==> src/rtl/csam_accumulator.sv <==
// Group accumulator behind the CSAM multiplier: sums unsigned products over a
// valid/ready stream and holds each group's sum, term count and overflow flag.
module csam_accumulator #(
   parameter int XW    = 8,
   parameter int YW    = 5,
   parameter int PW    = XW + YW,
   parameter int ACC_W = 20,
   parameter int TERMS = 16,
   parameter int SAT   = 1
) (
   input  logic                         clk,
   input  logic                         reset,
   input  logic                         p_valid,
   output logic                         p_ready,
   input  logic [PW-1:0]                p_data,
   input  logic                         p_last,
   output logic                         acc_valid,
   input  logic                         acc_ready,
   output logic [ACC_W-1:0]             acc_data,
   output logic [$clog2(TERMS+1)-1:0]   acc_count,
   output logic                         acc_ovf
);

   localparam int CW = $clog2(TERMS + 1);

   typedef enum logic {ST_ACCUM, ST_HOLD} state_t;

   state_t            r_state;
   state_t            w_state_nxt;
   logic [ACC_W-1:0]  r_acc;
   logic [CW-1:0]     r_count;
   logic              r_ovf;

   logic              w_take;
   logic              w_done;
   logic [ACC_W:0]    w_sum;
   logic [CW-1:0]     w_count_inc;

   // Carry out of the accumulator either pins the sum at full scale or wraps.
   function automatic logic [ACC_W-1:0] f_sat(input logic [ACC_W:0] sum);
      if (sum[ACC_W] && (SAT != 0))
         return '1;
      return sum[ACC_W-1:0];
   endfunction

   assign w_take      = p_valid && p_ready;
   assign w_done      = acc_valid && acc_ready;
   assign w_sum       = {1'b0, r_acc} + (ACC_W+1)'(p_data);
   assign w_count_inc = r_count + CW'(1);

   always_comb begin
      w_state_nxt = r_state;
      p_ready     = 1'b0;
      acc_valid   = 1'b0;
      case (r_state)
         ST_ACCUM: begin
            p_ready = !reset;
            if (p_valid && (p_last || (w_count_inc == CW'(TERMS))))
               w_state_nxt = ST_HOLD;
         end
         ST_HOLD: begin
            acc_valid = 1'b1;
            if (acc_ready)
               w_state_nxt = ST_ACCUM;
         end
         default: w_state_nxt = ST_ACCUM;
      endcase
   end

   always_ff @(posedge clk) begin
      if (reset) begin
         r_state <= ST_ACCUM;
         r_acc   <= '0;
         r_count <= '0;
         r_ovf   <= 1'b0;
      end else begin
         r_state <= w_state_nxt;
         if (w_take) begin
            r_acc   <= f_sat(w_sum);
            r_count <= w_count_inc;
            if (w_sum[ACC_W])
               r_ovf <= 1'b1;
         end else if (w_done) begin
            r_acc   <= '0;
            r_count <= '0;
            r_ovf   <= 1'b0;
         end
      end
   end

   assign acc_data  = r_acc;
   assign acc_count = r_count;
   assign acc_ovf   = r_ovf;

endmodule

==> config.mk <==
export PLATFORM = sky130hd
export DESIGN_NAME = csam_accumulator
export DESIGN_NICKNAME = d
export VERILOG_FILES = /design/src/rtl/csam_accumulator.sv
export SDC_FILE = /design/constraint.sdc
export NUM_CORES = 1
export LEC_CHECK = 0
export CAP_MARGIN = 20
export CELL_PAD_IN_SITES_DETAIL_PLACEMENT = 0
export CELL_PAD_IN_SITES_GLOBAL_PLACEMENT = 1
export CORE_MARGIN = 5
export CORE_UTILIZATION = 39
export DETAILED_ROUTE_END_ITERATION = 10
export GPL_TIMING_DRIVEN = 0
export PLACE_DENSITY = 0.94
export SETUP_SLACK_MARGIN = 0.02
export SYNTH_ARGS = -nofsm -noshare
export SYNTH_HDL_FRONTEND = slang
export SYNTH_SLANG_ARGS = --single-unit
==> constraint.sdc <==
create_clock -name clk -period 5.65 [get_ports clk]
set_input_delay 1.13 -clock clk [delete_from_list [all_inputs] [get_ports clk]]
set_output_delay 1.13 -clock clk [all_outputs]
set_load 0.05 [all_outputs]
Yosys cells after proc, flatten, opt, wreduce, memory -nomap -nowiden. Index checks and enable logic that the tools add are counted.

$add $sub $neg: 2. Equal/unequal tests: 2. Mux-type cells: 17. Bitwise logic cells: 1. Reduce and logical (&&, ||, !) cells: 7.

Operators by type and width (count): two-way mux 20 bit (4); adder 20 x 13 -> 21 bit (1); two-way mux 1 bit (10); two-way mux 5 bit (2); adder 5 x 1 -> 5 bit (second input constant) (1); equality test 5 bit (second input constant) (1); logical AND 1 bit (3); inequality test 2 x 1 -> 1 bit (second input constant) (1); one-hot mux 1 bit (2 select lines) (1); AND reduction 2 bit (1); nonzero test 2 bit (1); logical NOT 1 bit (1); logical OR 1 bit (1); inverter 1 bit (1).

Flip-flop bits (word level): 27. Input bits: 18.

Longest topological paths before layout.
Depth in word-level cells: 7. Depth in mapped cells: 9. Mapped depth without buffers: 8.

Worst setup path before layout. No wires, ideal clock.

Path type: input to output. Start point: input port reset. End point: output port p_ready. Data arrival time: 2236 ps. Data required time: 4520 ps. Setup slack: 2284 ps. Stages on the path: 3. Path buffers: 2. Cell sequence: clkbuf_1 -> buf_1 -> nor2_1.

Longest elaborated chain between the ends: 2.

Ends and longest elaborated chain: from (decl) (line 12) `input logic reset,`; logical NOT 1 bit (line 57) `p_ready = !reset;`; two-way mux 1 bit (line 55) `case (r_state)`; to (decl) (line 14) `output logic p_ready,`.

Every way passes these cells.

Worst setup path in the final report. Same ends and word-level chain as after synthesis.

==> flow_summary_export.csv <==
group,metric,value,unit
sta,fin_crit_sh,0.794,
power,combPwrFrac,0.375,
synthesis,synthesis.nets,275,
layout,multiInputGateArea,0.00134,mm^2
global_routing,antenna_found_initial,0,
run_status,outcome,"finished clean",
synthesis,synthArstFlopShare,0,
clock_tree,cts_setup_buffers,0,
synthesis,synth_common_cells,"dfxtp_1 (27), nand2_1 (26), a21oi_1 (24)",
layout,seqCellArea,541,um^2
clock_tree,cts.sinks,27,
layout,insertedDiodeCount,0,
synthesis,ys_seq_area_frac,0.279,
synthesis,yosys.area.top_type_share,0.279,
synthesis,synth_edf_count,0,
synthesis,synth_cell_types,53,
clock_tree,cts_resized,0,
global_routing,grt_max_degree,16,
floorplanning,coreArea,0.00479,mm^2
global_routing,grt_use_total,0.168,
sta,hold_viol,0,
synthesis,ys.flop_type,"dfxtp_1",
detailed_routing,vias,2004,
layout,drive_gt1_frac,0.0690,
sta,final.min_clock_period,4.48,ns
layout,fin_nets,325,
sta,final_max_slew_viol_count,0,
power,power_density,205,mW/mm^2
power,intPower,0.000324,W
power,pwr-share-clk,0.218,
placement,portBuffers,45,
detailed_routing,wirelength,5.24,mm
critical_path,cp_common_cell,"clkdlybuf4s50_1",
critical_path,critPathCaptureType,"output pin",
sta,setup-tns-final,0,ns
worst_hold_path,holdCritPathClass,"register to register",
synthesis,avgSynthCellArea,8.05,um^2
clock_tree,htree_levels,1,
critical_path,path_class,"primary input to output pin",
global_routing,grt_pass1_vias,1892,
critical_path,worstPathRequired,4.52,ns
floorplanning,dieArea,0.00649,mm^2
power,p_leak,0.926,nW
critical_path,cpMaxStageDelayCell,"clkdlybuf4s50_1",
critical_path,crit_path_max_incr_delay,0.72,ns
detailed_routing,ant_nets,0,
detailed_routing,avgViaCountPerCell,5.61,
critical_path,critical_path.cell_chain,"clkdlybuf4s50_1 -> clkbuf_1 -> buf_1 -> nor2_1 -> clkdlybuf4s50_1",
placement,dp.cells,353,
clock_tree,cts_tree,"yes",
layout,area_growth,29.9,%
power,power.switching,0.000193,W
sta,worst_slew_pin_slew,0.547,ns
job,max_cap_viol_count,0,
sta,fmax,223,MHz
placement,gp_congestion,0.822,
synthesis,synth_area_leaders,"dfxtp_1 (28%), ha_1 (9.7%), a21oi_1 (6.2%), nand2_1 (5.0%), o21ai_0 (4.9%)",
critical_path,critPathLaunchType,"primary input",
power,power_frac_seq,0.406,
global_routing,overflow,0,
detailed_routing,drt_pre_antenna_iters,4,
floorplanning,initial_core_util,0.405,
detailed_routing,routedWlPerCell,14.7,um
power,swShare,0.373,
sta,relSlewSlack,0.635,
clock_tree,clkTransAtPathRegs,0.09,ns
clock_tree,clkLatencyLatePin,0.28,ns
synthesis,synth-seq-cells,27,
power,peakVddDrop,117,uV
clock_tree,max-clock-path-buffers,2,
placement,hpwl,3.95,mm
floorplanning,die_y,80.5,um
synthesis,syn_area,0.00194,mm^2
layout,final_cells,357,
synthesis,synth.most_common_cell,"dfxtp_1",
clock_tree,hold_buffers,0,
clock_tree,clockRootBuffer,"clkbuf_8",
synthesis,yosysTopAreaCell,"dfxtp_1",
sta,setup_viol,0,
critical_path,critical_path_arrival,3.35,ns
clock_tree,cts_buffers,3,
synthesis,ys_warn_count,0,
floorplanning,rows,25,
synthesis,syn-instance-count,241,
floorplanning,ios,46,
detailed_routing,drtIter0Drc,83,
global_routing,grt_pass1_wl,8.85,mm
critical_path,cp_max_fo,10,
floorplanning,die_w,80.5,um
sta,rsz0062_at_grt,"false",
sta,finalClockSkew,0.00856,ns
layout,fillers,499,
detailed_routing,drcViolationCount,0,
-- power groups by stage --
stage | combinational (W) | clock, W | sequential, W
detailed placement | 0.000193 | 0 | 0.000214
global route | 0.000213 | 0.000128 | 0.000212
global placement | 0.000191 | 0 | 0.000214
floorplan | 0.000101 | 0 | 0.000248
finish | 0.000194 | 0.000113 | 0.000210
CTS | 0.000194 | 0.000117 | 0.000210
-- cell families after synthesis --
logic type,share of synthesized area
flops,0.279
fa+ha+maj,0.107
mux,0.00516
compound gates,0.335
xor+xnor,0.0451
simple gates,0.195
buf+inv,0.0335
-- metal layers --
| layer | vias to the layer above | wire (um) | global-route usage |
|---|---|---|---|
| li1 | 1005 | - | - |
| met1 | 938 | 2560 | 0.242 |
| met2 | 55 | 2400 | 0.264 |
| met3 | 6 | 251 | 0.0269 |
| met4 | 0 | 35 | 0.0338 |
| met5 | - | 0 | 0 |
-- metrics by stage --
step           total power (W)  cell area [um^2]  hold WS [ns]  setup slack [ns]   util
6_report              0.000517              2520         0.471              1.17  0.527
5_1_grt               0.000553              2520         0.506              1.00  0.527
4_1_cts               0.000522              2520         0.476              1.13  0.527
3_5_place_dp          0.000408              2470         0.460              1.15  0.517
3_3_place_gp          0.000405              2470         0.447              1.16  0.517
2_1_floorplan         0.000349              1940         0.671              2.28      -
-- path summary, 6_finish.rpt --
kind                                  start           end  slack, ns  cells after the start
worst min-delay path            acc_data[8]   acc_data[8]       0.47                      2
worst max-delay path                  reset       p_ready       1.17                      5
worst max register to register  acc_data[0]  acc_data[13]       3.02                      9
worst min register to register  acc_data[8]   acc_data[8]       0.47                      2
-- layout by cell type, fill, tap and decap left out, types with 3 or more instances in the layout --
master	count
o211ai_1	5
nand4_1	6
clkdlybuf4s50_1	45
nand3_1	6
nor2_1	15
clkbuf_1	8
nor3_1	7
ha_1	15
a22oi_1	5
nor2b_1	3
xor2_1	5
o311ai_0	3
a21oi_2	4
o21ai_0	19
a21o_1	4
o21ai_1	4
clkbuf_8	3
inv_1	4
nand2_1	26
a211oi_1	4
a21oi_1	24
xnor2_1	5
dfxtp_1	27
o21ai_2	3
-- worst max-delay path: cells and delay by family --
family	cells	cell delay, ns
buf+inv	4	2.13
simple gates	1	0.10
-- cell type report --
cell class	count	share of cell area
inverter	4	0.00596
clock inverter	1	0.00199
sequential	27	0.214
timing repair buffer	45	0.179
multi-input combinational	199	0.530
tap	67	0.0333
clock buffer	3	0.0164
buffer	11	0.0199
-- registers in the layout, summed over array words and instances (netlist names) --
register   cells
acc_data      20
r_state        1
acc_count      5
acc_ovf        1
Power figures use the tool's default switching activity.
